`config.mk`:
```
export PLATFORM = sky130hd
export DESIGN_NAME = lot_sensor_fsm
export DESIGN_NICKNAME = d
export VERILOG_FILES = /design/src/rtl/lot_sensor_fsm.sv
export SDC_FILE = /design/constraint.sdc
export NUM_CORES = 1
export LEC_CHECK = 0
export ABC_CLOCK_PERIOD_IN_PS = 1900
export CORE_AREA = 2 2 51 53
export CTS_CLUSTER_SIZE = 16
export DETAILED_ROUTE_END_ITERATION = 12
export DIE_AREA = 0 0 53 55
export PLACE_DENSITY = 0.61
export SYNTH_ARGS = -nofsm -noshare
export SYNTH_HDL_FRONTEND = slang
export SYNTH_SLANG_ARGS = --single-unit
```
`constraint.sdc`:
```
create_clock -name clk -period 1.9 [get_ports clk]
set_clock_uncertainty 0.05 [all_clocks]
set_input_delay 0.38 -clock clk [delete_from_list [all_inputs] [get_ports clk]]
set_output_delay 0.38 -clock clk [all_outputs]
set_load 0.01 [all_outputs]
```
`src/rtl/lot_sensor_fsm.sv`:
```
// lot_sensor_fsm: debounces two gate beams and tracks the ordered a/b pattern to emit enter/exit strobes and a fault flag.
// Latency: strobe DEBOUNCE+1 edges after the completing raw change (DEBOUNCE+3 when LOT_SENSOR_SYNC_EN is defined).
// Backpressure: none; enter/exit are single-cycle strobes that cannot be stalled.

module lot_sensor_fsm #(
    parameter int DEBOUNCE = 3
) (
    input  logic clk,
    input  logic reset,
    input  logic a,
    input  logic b,
    output logic enter,
    output logic exit,
    output logic fault
);

    localparam logic [3:0] DB_LAST = 4'(DEBOUNCE - 1);

    typedef enum logic [2:0] {
        IDLE, IN1, IN2, IN3, OUT1, OUT2, OUT3, FAULT
    } state_t;

    state_t     state, state_nxt;
    logic [1:0] raw;
    logic [1:0] filt;
    logic [3:0] cnt [2];
    logic       enter_nxt, exit_nxt;

`ifdef LOT_SENSOR_SYNC_EN
    logic [1:0] sync_a, sync_b;

    always_ff @(posedge clk) begin
        if (reset) begin
            sync_a <= '0;
            sync_b <= '0;
        end else begin
            sync_a <= {sync_a[0], a};
            sync_b <= {sync_b[0], b};
        end
    end

    assign raw = {sync_a[1], sync_b[1]};
`else
    assign raw = {a, b};
`endif

    // filt[1] is the filtered a beam, filt[0] the filtered b beam
    always_ff @(posedge clk) begin
        if (reset) begin
            filt   <= '0;
            cnt[0] <= '0;
            cnt[1] <= '0;
        end else begin
            for (int i = 0; i < 2; i++) begin
                if (raw[i] == filt[i]) begin
                    cnt[i] <= '0;
                end else if (cnt[i] == DB_LAST) begin
                    filt[i] <= raw[i];
                    cnt[i]  <= '0;
                end else begin
                    cnt[i] <= cnt[i] + 4'd1;
                end
            end
        end
    end

    always_comb begin
        state_nxt = state;
        enter_nxt = 1'b0;
        exit_nxt  = 1'b0;
        case (state)
            IDLE: begin
                case (filt)
                    2'b10:   state_nxt = IN1;
                    2'b01:   state_nxt = OUT1;
                    2'b11:   state_nxt = FAULT;
                    default: state_nxt = IDLE;
                endcase
            end
            IN1: begin
                case (filt)
                    2'b11:   state_nxt = IN2;
                    2'b00:   state_nxt = IDLE;
                    2'b01:   state_nxt = FAULT;
                    default: state_nxt = IN1;
                endcase
            end
            IN2: begin
                case (filt)
                    2'b01:   state_nxt = IN3;
                    2'b10:   state_nxt = IN1;
                    2'b00:   state_nxt = FAULT;
                    default: state_nxt = IN2;
                endcase
            end
            IN3: begin
                case (filt)
                    2'b00: begin
                        state_nxt = IDLE;
                        enter_nxt = 1'b1;
                    end
                    2'b11:   state_nxt = IN2;
                    2'b10:   state_nxt = FAULT;
                    default: state_nxt = IN3;
                endcase
            end
            OUT1: begin
                case (filt)
                    2'b11:   state_nxt = OUT2;
                    2'b00:   state_nxt = IDLE;
                    2'b10:   state_nxt = FAULT;
                    default: state_nxt = OUT1;
                endcase
            end
            OUT2: begin
                case (filt)
                    2'b10:   state_nxt = OUT3;
                    2'b01:   state_nxt = OUT1;
                    2'b00:   state_nxt = FAULT;
                    default: state_nxt = OUT2;
                endcase
            end
            OUT3: begin
                case (filt)
                    2'b00: begin
                        state_nxt = IDLE;
                        exit_nxt  = 1'b1;
                    end
                    2'b11:   state_nxt = OUT2;
                    2'b01:   state_nxt = FAULT;
                    default: state_nxt = OUT3;
                endcase
            end
            FAULT: begin
                if (filt == 2'b00) state_nxt = IDLE;
            end
            default: state_nxt = IDLE;
        endcase
    end

    // fault is registered from the next state so it tracks the state register exactly
    always_ff @(posedge clk) begin
        if (reset) begin
            state <= IDLE;
            enter <= 1'b0;
            exit  <= 1'b0;
            fault <= 1'b0;
        end else begin
            state <= state_nxt;
            enter <= enter_nxt;
            exit  <= exit_nxt;
            fault <= (state_nxt == FAULT);
        end
    end

endmodule
```
==> results.py, run 1 <==
metrics = {
    "global_route": {
        "antenna_found_initial": 0,
        "grt.overflow.total": 0,
        "grt_pass1_vias": 664,
        "track_usage_pct": 13.1,
        "grt_max_degree": 16,
        "grt_pass1_wl_mm": 2.76,
    },
    "worst_hold_path": {
        "hp-class": "reg2reg",
        "hold_depth": 1,
    },
    "yosys": {
        "yosysUniqueCellTypes": 34,
        "synth-edff-count": 8,
        "seq_area_frac_synth_pct": 40.1,
        "ys_ff_latch": 16,
        "yosys_most_used_dff": "edfxtp_1",
        "syn_area_um2": 998,
        "synth_top_cell_area_share_pct": 24.1,
        "synthCells": 101,
        "syn_avg_cell_area_um2": 9.89,
        "yosys-top-cells-area": "edfxtp_1, dfxtp_1, ha_1, nor2_1, xnor2_1",
        "yosys_warnings": 0,
        "synth.largest_area_cell": "edfxtp_1",
        "synth-async-reset-ratio_pct": 0,
    },
    "critical_path": {
        "required_ns": 2.01,
        "slowest_delay_ns": 0.43,
        "crit_arrival_ns": 1.80,
        "start_kind": "flip-flop",
        "worst-path-stages": 6,
        "cp_num_buf_inv": 1,
        "crit_type": "reg2reg",
        "cp_max_fo": 6,
        "crit_path_cell_trace": "inv_1 > ha_1 > nand2_1 > o21ai_0 > a221oi_1 > nor4b_2",
        "slowest_stage": "a221oi_1",
        "reg2reg_depth": 6,
        "end_kind": "flip-flop",
        "cp_top_family": "compound AO/OA/AOI/OAI gates",
    },
    "route": {
        "avgRoutedWirePerCell_um": 10.8,
        "via_per_inst": 4.89,
        "drt_wl_total_mm": 1.57,
        "vias": 709,
        "drc_errors": 0,
        "drtIter0Drc": 4,
        "drtAntennaViolNets": 0,
        "first_pass_iters": 4,
    },
    "sta": {
        "finalSetupTns_ns": 0,
        "period_share_pct": 89.0,
        "max_freq_mhz": 591,
        "drv_slew": 0,
        "hold_ws_ns": 0.574,
        "period_needed_ns": 1.69,
        "finalHoldViolCount": 0,
        "rsz0062_at_grt": "false",
        "setup_viol": 0,
    },
    "cts": {
        "cts_buffer_depth": 2,
        "htree_levels": 1,
        "cts_hold_buf": 0,
        "insertion_delay_ns": 0.29,
        "cts.clk_slew.worst_paths_ns": 0.10,
        "cts_tree": "done",
        "cts_made_buffers": 3,
        "cts-root-buf": "clkbuf_4",
        "clock-sinks": 16,
    },
    "final_layout": {
        "layout_commonest_cell": "nor2_1",
        "final_cell_mix": "nor2_1, ha_1, edfxtp_1, conb_1",
        "areaGrowthSynthToFinish_pct": 12.7,
        "diodes": 0,
        "final_cell_area_um2": 1120,
        "fin_nets": 132,
        "drive_gt1_share_pct": 8.70,
    },
    "floorplan": {
        "initial_utilization_pct": 42.2,
        "die_area_um2": 2920,
        "std_cell_rows": 18,
        "io_pins": 7,
        "die_h_um": 55,
        "core_area_um2": 2360,
        "die_width_um": 53,
    },
    "placement": {
        "dpl.hpwl_mm": 1.22,
        "gp_congestion": 0.825,
        "numPortBuffers": 6,
        "post_dp_cell_area_um2": 1100,
    },
    "status": {
        "status": "complete, no violations",
    },
    "run": {
        "max-cap-violations": 0,
    },
    "pwr": {
        "cellPowerDensity_nw_per_um2": 787,
        "p_leak_nw": 0.442,
        "ir_worst_vdd_uv": 463,
    },
}
==> flip-flops by register name, summed over array words and instances, names as in the netlist <==
name,flops
state,3
exit,1
enter,1
fault,1
cnt,8
filt,2
==> worst paths after layout <==
kind | start | slack, ns | to
worst max register to register | filt[0] | 0.21 | fault
worst min register to register | cnt[1][0] | 0.57 | cnt[1][0]
worst min-delay path | cnt[1][0] | 0.57 | cnt[1][0]
worst max-delay path | filt[0] | 0.21 | fault
==> cell usage after synthesis (2+ instances only) <==
| cell | instances |
|---|---|
| nand3_1 | 2 |
| xnor2_1 | 4 |
| xor2_1 | 2 |
| nand2b_1 | 2 |
| o21ai_0 | 3 |
| mux2i_1 | 2 |
| nor3_1 | 4 |
| nand2_1 | 3 |
| or3_1 | 2 |
| dfxtp_1 | 8 |
| ha_1 | 12 |
| edfxtp_1 | 8 |
| a21oi_1 | 2 |
| a221oi_1 | 2 |
| nor3b_1 | 3 |
| nor2_1 | 19 |
| inv_1 | 5 |
| nor2b_1 | 2 |
==> per-stage QoR <==
stage	power, mW	setup slack (ns)	cells	utilization [%]
2_1_floorplan	0.672	0.280	108	-
3_3_place_gp	0.703	0.116	141	46.3
3_5_place_dp	0.704	0.106	141	46.3
4_1_cts	0.899	0.0915	145	47.5
5_1_grt	0.962	0.00234	145	47.6
6_report	0.885	0.209	145	47.6
==> where the power goes <==
group | leakage [nW] | internal [mW] | switching, mW
clock network | 0.0150 | 0.0815 | 0.109
registers | 0.148 | 0.397 | 0.0595
logic | 0.279 | 0.123 | 0.117
==> repair_timing <==
item / 4_1_cts / 5_1_grt
endpoints found under the hold margin: 0 / 0
gates resized for setup: 0 / 2
setup buffers: 0 / 0
setup endpoints to repair: 0 / 3
==> area by class of cell <==
type                       instances  area [um2]
timing repair buffer               7        67.6
clock buffer                       4        26.3
inverter                           5        18.8
sequential                        16         403
tap                               30        37.5
fill                             239        1240
multi-input combinational         83         572
==> layer usage <==
layer / vias to the layer above / GRT usage (%) / share of wire, %
met5: - / 0 / 0
met4: 0 / 5.13 / 1.1
met3: 2 / 3.23 / 2.7
met2: 9 / 23.1 / 49
met1: 331 / 15.2 / 47
li1: 367 / - / -
==> cells by family (layout without fill, tap and decap cells) <==
logic type,after synthesis,after routing,share of synthesized area (%)
other,1,8,0.376
multiplexers,2,2,2.01
XOR/XNOR,6,6,5.26
flip-flops,16,16,40.1
buffers and inverters,9,16,5.26
AO/OA/AOI/OAI,11,11,8.15
adder cells (fa/ha/maj),12,12,15.0
AND/OR/NAND/NOR,44,44,23.8
Note: power is estimated with default switching activity, not from simulation.
==> run 2, diff against run 1 <==
Settings changed: SETUP_SLACK_MARGIN set to 0.05.
==> results.py, run 2 (synthesized netlist as in run 1, its figures left out) <==
metrics = {
    "sta": {
        "period_share_pct": 88.7,
        "max_freq_mhz": 594,
        "rsz0062_at_grt": "false",
        "setup_viol": 0,
        "finalHoldViolCount": 0,
        "drv_slew": 0,
        "hold_ws_ns": 0.574,
        "finalSetupTns_ns": 0,
        "setup_slack_ns": 0.215,
        "period_needed_ns": 1.68,
    },
    "cts": {
        "cts.clk_slew.worst_paths_ns": 0.10,
        "post_cts_buffers": 0,
        "insertion_delay_ns": 0.29,
        "clock-sinks": 16,
        "cts_tree": "done",
        "cts_made_buffers": 3,
        "htree_levels": 1,
        "cts_buffer_depth": 2,
        "cts-root-buf": "clkbuf_4",
    },
    "placement": {
        "dpl.cell_count": 141,
        "preCtsSetupSlack_ns": 0.106,
        "numPortBuffers": 6,
        "post_dp_cell_area_um2": 1100,
        "gp_congestion": 0.825,
        "dpl.hpwl_mm": 1.22,
    },
    "floorplan": {
        "io_pins": 7,
        "die_h_um": 55,
        "die_area_um2": 2920,
        "std_cell_rows": 18,
        "initial_utilization_pct": 42.2,
        "core_area_um2": 2360,
        "die_width_um": 53,
    },
    "run": {
        "max-cap-violations": 0,
    },
    "global_route": {
        "track_usage_pct": 13.1,
        "grt_pass1_wl_mm": 2.76,
        "grt.overflow.total": 0,
        "grt_max_degree": 16,
        "grt_pass1_vias": 664,
        "antenna_found_initial": 0,
    },
    "final_layout": {
        "areaGrowthSynthToFinish_pct": 13.9,
        "final_cells": 145,
        "fin_nets": 132,
        "largest_register_ffs": 8,
        "drive_gt1_share_pct": 10.4,
        "fillers": 238,
        "diodes": 0,
        "final_cell_mix": "nor2_1, ha_1, edfxtp_1, conb_1",
        "biggestRegsByFlops": "cnt (8), state (3), filt (2)",
        "final_util_pct": 48.1,
        "final_cell_area_um2": 1140,
        "layout_commonest_cell": "nor2_1",
        "largest-register": "cnt",
    },
    "worst_hold_path": {
        "hp-class": "reg2reg",
    },
    "pwr": {
        "cellPowerDensity_nw_per_um2": 794,
        "p_total_mw": 0.903,
        "ir_worst_vdd_uv": 469,
        "p_leak_nw": 0.448,
    },
    "route": {
        "via_per_inst": 4.85,
        "drc_errors": 0,
        "first_pass_iters": 4,
        "avgRoutedWirePerCell_um": 10.9,
        "drt_wl_total_mm": 1.58,
        "vias": 703,
        "drtAntennaViolNets": 0,
        "drtIter0Drc": 6,
    },
    "critical_path": {
        "end_kind": "flip-flop",
        "cp_max_fo": 6,
        "crit_arrival_ns": 1.84,
        "crit_path_cell_trace": "inv_1 > ha_1 > nand2b_1 > a221oi_2 > a311oi_1 > nor4b_2",
        "crit_type": "reg2reg",
        "required_ns": 2.05,
        "start_kind": "flip-flop",
        "slowest_delay_ns": 0.40,
        "slowest_stage": "dfxtp_2",
    },
    "status": {
        "status": "complete, no violations",
    },
}
run 2: cell counts in the layout (fill, tap and decap cells not counted):
Identical to the previous run, type by type.
run 2: where the power goes:
part	switching, mW	internal (mW)	total [mW]	leakage (nW)
sequential	0.0618	0.397	0.459	0.148
combinational	0.123	0.131	0.254	0.285
clock	0.110	0.0815	0.191	0.0150
run 2: repair_timing:
action	in CTS	in global routing
setup endpoints to repair	0	4
resized for setup	0	4
hold buffers	0	0
run 2: area by class of cell:
type	count	area [um2]	area share [%]
Sequential cell	16	403	35.4
Tap cell	30	37.5	3.30
Clock buffer	4	26.3	2.31
Timing Repair Buffer	7	67.6	5.94
Multi-Input combinational cell	83	584	51.4
Inverter	5	18.8	1.65
run 2: worst paths after layout:
kind	from	endpoint	slack [ns]	cells past startpoint
setup / recovery	filt[0]	fault	0.22	6
hold / removal	cnt[1][0]	cnt[1][0]	0.57	1
setup reg to reg	filt[0]	fault	0.22	6
hold reg to reg	cnt[1][0]	cnt[1][0]	0.57	1
run 2: critical path, delay by kind of cell (launching register included):
kind	cells	cell delay, ns
compound gates	2	0.35
fa+ha+maj	1	0.34
buf+inv	1	0.12
flops	1	0.40
simple gates	2	0.35
run 2: metal layers:
layer	vias up	track usage, %	part of all wire, %
li1	367	-	-
met2	7	23.1	49
met1	327	15.2	47
met3	2	3.23	2.5
met4	0	5.13	1.1
met5	-	0	0
==> run 3, diff against run 2 <==
Settings changed: ABC_CLOCK_PERIOD_IN_PS 1900 to 1440, CORE_AREA 2 2 51 53 to 4 4 53 55, DIE_AREA 0 0 53 55 to 0 0 57 59, PLACE_DENSITY 0.61 to 0.63.
Clock period 1.9 ns to 1.44 ns, I/O delays scaled along.
==> results.py, run 3 (synthesized netlist as in run 1, its figures left out) <==
metrics = {
    "global_route": {
        "antenna_found_initial": 0,
        "grt.overflow.total": 0,
        "grt_pass1_vias": 867,
        "track_usage_pct": 14.1,
        "grt_max_degree": 13,
        "grt_pass1_wl_mm": 3.75,
    },
    "critical_path": {
        "start_kind": "flip-flop",
        "crit_arrival_ns": 1.68,
        "crit_type": "reg2reg",
        "slowest_delay_ns": 0.38,
        "crit_top_cell": "nor3_1",
        "cp_max_fo": 3,
        "reg2reg_depth": 6,
        "slowest_stage": "dfxtp_4",
        "crit_path_cell_trace": "buf_4 > ha_2 > nor3_1 > nor2_1 > a221oi_2 > nor3_1",
        "required_ns": 1.56,
        "end_kind": "flip-flop",
    },
    "route": {
        "drt_wl_total_mm": 2.17,
        "drtAntennaViolNets": 0,
        "vias": 845,
        "avgRoutedWirePerCell_um": 12.7,
        "first_pass_iters": 4,
        "via_per_inst": 4.94,
        "drc_errors": 0,
        "drtIter0Drc": 17,
    },
    "cts": {
        "insertion_delay_ns": 0.29,
        "cts_buffer_depth": 2,
        "cts.clk_slew.worst_paths_ns": 0.10,
        "htree_levels": 1,
        "cts_hold_buf": 0,
        "cts_tree": "done",
        "cts-root-buf": "clkbuf_4",
        "clock-sinks": 16,
        "cts_made_buffers": 3,
    },
    "pwr": {
        "p_leak_nw": 0.636,
        "cellPowerDensity_nw_per_um2": 939,
        "ir_worst_vdd_uv": 629,
    },
    "sta": {
        "period_share_pct": 108,
        "hold_ws_ns": 0.532,
        "setup_slack_ns": -0.119,
        "finalHoldViolCount": 0,
        "setup_viol": 3,
        "rsz0062_at_grt": "true",
        "finalSetupTns_ns": -0.311,
        "drv_slew": 0,
        "max_freq_mhz": 642,
        "period_needed_ns": 1.56,
    },
    "final_layout": {
        "areaGrowthSynthToFinish_pct": 60.4,
        "final_cell_mix": "buf_4, nor2_2, nor2_1, edfxtp_1, conb_1",
        "layout_commonest_cell": "buf_4",
        "fin_nets": 158,
        "largest_register_ffs": 8,
        "seq_area_um2": 410,
        "fillers": 200,
        "diodes": 0,
        "largest-register": "cnt",
        "biggestRegsByFlops": "cnt (8), state (3), filt (2)",
        "multi_input_area_um2": 793,
        "drive_gt1_share_pct": 52.5,
    },
    "worst_hold_path": {
        "hp-class": "reg2reg",
        "hold_depth": 1,
    },
    "placement": {
        "dpl.hpwl_mm": 1.60,
        "numPortBuffers": 6,
        "gp_congestion": 0.795,
        "preCtsSetupSlack_ns": -0.184,
    },
    "floorplan": {
        "io_pins": 7,
        "initial_utilization_pct": 41.8,
        "core_area_um2": 2390,
        "std_cell_rows": 18,
        "die_area_um2": 3360,
        "die_width_um": 57,
        "die_h_um": 59,
    },
    "status": {
        "violations": "setup timing",
        "status": "complete, but fails checks",
    },
    "run": {
        "max-cap-violations": 0,
    },
}
[run 3: cell count changes in the layout (fill, tap and decap cells not counted), sizes merged]
cell,before,now
clkdlybuf4s50,6,3
buf,1,27
dlygate4sd2,0,3
[run 3: metrics by stage]
stage / util, % / cell area, um2 / cells / power, mW
floorplan: - / 1100 / 108 / 0.937
global placement: 56.7 / 1350 / 164 / 1.11
detailed placement: 56.7 / 1350 / 164 / 1.12
CTS: 63.6 / 1520 / 171 / 1.46
global route: 67.1 / 1600 / 171 / 1.59
finish: 67.1 / 1600 / 171 / 1.50
[run 3: per-layer routing]
| layer | up-vias | GRT usage, % | part of all wire, % |
|---|---|---|---|
| met2 | 18 | 25.9 | 53 |
| met1 | 393 | 16.3 | 41 |
| met3 | 4 | 4.14 | 4.8 |
| met5 | - | 0 | 0 |
| met4 | 0 | 2.98 | 1.3 |
| li1 | 430 | - | - |
[run 3: what timing repair did]
item / 4_1_cts / 5_1_grt
pin swaps: 15 / 9
resized for setup: 25 / 23
endpoints found under the hold margin: 0 / 0
buffers inserted: 3 / 0
endpoints found under the setup margin: 16 / 14
[run 3: worst paths after layout]
| path | startpoint | to | slack (ns) |
|---|---|---|---|
| worst max-delay path | filt[1] | state[1] | -0.12 |
| worst min-delay path | state[0] | enter | 0.53 |
| worst min register to register | state[0] | enter | 0.53 |
| worst max register to register | filt[1] | state[1] | -0.12 |
[run 3: power by group]
part	internal [mW]	switching, mW	leakage, nW
sequential	0.524	0.0698	0.150
clock	0.154	0.147	0.0210
combinational	0.343	0.267	0.465
[run 3: worst max-delay path, delay by kind of cell (launching register included)]
kind | cells | cell delay (ns)
simple gates | 3 | 0.36
flops | 1 | 0.38
buf+inv | 1 | 0.16
fa+ha+maj | 1 | 0.18
compound gates | 1 | 0.32
[run 3: cell type report]
| type | count | share of cell area, % |
|---|---|---|
| multi-input cells | 83 | 49.5 |
| flip-flops and latches | 16 | 25.6 |
| repair buffers | 33 | 18.4 |
| well taps | 30 | 2.34 |
| clock buffers | 4 | 2.27 |
| inverters | 5 | 1.80 |
==> patch: new RTL, config.mk and constraints of run 1 <==
The option `LOT_SENSOR_SYNC_EN` is turned on by a define.
--- a/src/rtl/lot_sensor_fsm.sv
+++ b/src/rtl/lot_sensor_fsm.sv
@@ -2,4 +2,6 @@
 // Latency: strobe DEBOUNCE+1 edges after the completing raw change (DEBOUNCE+3 when LOT_SENSOR_SYNC_EN is defined).
 // Backpressure: none; enter/exit are single-cycle strobes that cannot be stalled.
+
+`define LOT_SENSOR_SYNC_EN
 
 module lot_sensor_fsm #(
Behaviour: not the same (a bounded check fails within 10 cycles, from zero or initial values and one cycle with reset high).
==> patch against run 1 <==
Clock power rose by 11%; global-route usage increased by 2.1 points; routed wire length increased by 11%; sequential cell count is 4 higher; power rose by 0.52%; highest routed layer unchanged; via count increased by 9.7%; cell area grew 8.0%; synthesized cell count grew 8.9%; area after synthesis grew 8.3%; fmax decreased by 1.3%; largest cell class unchanged; sequential power up 14%; worst setup slack worse by 0.022 ns.
==> patch: results (changes against run 1) <==
* Post-Synth Adder-Cell Area at 0.139 (was 0.150)
* Synth Area in XOR/XNOR at 0.0486 (was 0.0526)
* Net switching power at 0.254 mW (was 0.285 mW)
* Largest net degree at the start of global routing at 14 (was 16)
* # Post-CTS Setup Buffers at 0 (unchanged)
* Critical path data arrival time at 1.84 ns (was 1.80 ns)
* First-pass GRT wire length at 3.20 mm (was 2.76 mm)
* DRT iter0 DRCs at 5 (was 4)
* Worst IR Drop VDD at 0.000527 V (was 0.000463 V)
* Hpwl dp at 1.36 mm (was 1.22 mm)
* Dominant synthesized flop cell: dfxtp_1 (was edfxtp_1)
* Vias in the first global route at 791 (was 664)
* Seq/Total Area, Yosys at 0.444 (was 0.401)
* Inst Count DP at 151 (was 141)
* Antenna cells at 0 (unchanged)
* Status: complete, no violations (unchanged)
* Biggest regs: cnt: 8 flops, state: 3 flops (was cnt: 8 flops, state: 3 flops, filt: 2 flops)
* Gpl congestion at 0.887 (was 0.825)
* Clock-pin transition on the worst setup and hold timing paths at 0.11 ns
* Syn. warnings at 0 (unchanged)
* CP peak stage delay at 0.46 ns (was 0.43 ns)
* Vias at 778 (was 709)
* Post-Syn Area per Cell at 9.83 um2 (was 9.89 um2)
* Distinct cell type count after synthesis at 33 (was 34)
* Total track usage at 0.152 (was 0.131)
* Fraction of layout cells with a size suffix above 1 at 0.0480 (was 0.0870)
* Post-synth EDFFs at 8 (unchanged)
* Final #Nets at 142 (was 132)
* CP max-delay cell: dfxtp_1 (was a221oi_1)
* Routed WL at 1.74 mm (was 1.57 mm)
* Complex-gate fraction of the synthesized area at 0.116 (was 0.0815)
* Wire per inst at 11.2 um (was 10.8 um)
* Mux contribution to synthesized area at 0.00926 (was 0.0201)
* Area contributors post-synth: dfxtp_1, edfxtp_1, ha_1 (was edfxtp_1, dfxtp_1, ha_1)
* Static Leak at 0.484 nW (was 0.442 nW)
[patch: stage by stage]
stage | utilization | cell area (um2)
floorplan | - | 1110
global placement | 0.503 | 1190
detailed placement | 0.503 | 1190
CTS | 0.514 | 1210
global route | 0.514 | 1210
finish | 0.514 | 1210
[patch: final timing paths]
kind,start,to,slack [ns],cells past startpoint
setup / recovery,filt[1],fault,0.19,6
hold / removal,sync_a[0],sync_a[1],0.40,1
setup reg to reg,filt[1],fault,0.19,6
hold reg to reg,sync_a[0],sync_a[1],0.40,1
[patch: cells by family after synthesis]
group	count (synthesis)
adders and majority gates	12
and+or+nand+nor	40
muxes	1
DFF	20
other	1
buffers and inverters	12
AOI/OAI and AO/OA	18
xor gates and xnor gates	6
[patch: power by group through the flow]
stage | registers (mW) | logic (mW) | clock network (mW)
CTS | 0.521 | 0.159 | 0.222
finish | 0.522 | 0.159 | 0.210
detailed placement | 0.531 | 0.158 | 0
global route | 0.528 | 0.182 | 0.240
floorplan | 0.500 | 0.162 | 0
global placement | 0.531 | 0.161 | 0
[patch: worst register-to-register path, stage by stage, from the launching register on]
cell and delay, ns:
dfxtp_1 0.46, inv_1 0.15, ha_1 0.22, nor3_1 0.20, a211oi_1 0.08, o31ai_1 0.38
a311oi_2 0.06
[patch: metal layers]
layer / routed length (um) / vias to the layer above / global-route usage
met2: 893 / 18 / 0.275
met5: 0 / - / 0
met4: 10 / 0 / 0.0855
met3: 92 / 2 / 0.0430
li1: - / 399 / -
met1: 740 / 359 / 0.159
[patch: cell type report]
type,instances,area (um2)
clock buffer,4,26.3
fill,242,1150
inverter,8,30.0
multi-input combinational,85,566
sequential,20,480
tap,30,37.5
timing repair buffer,8,75.1
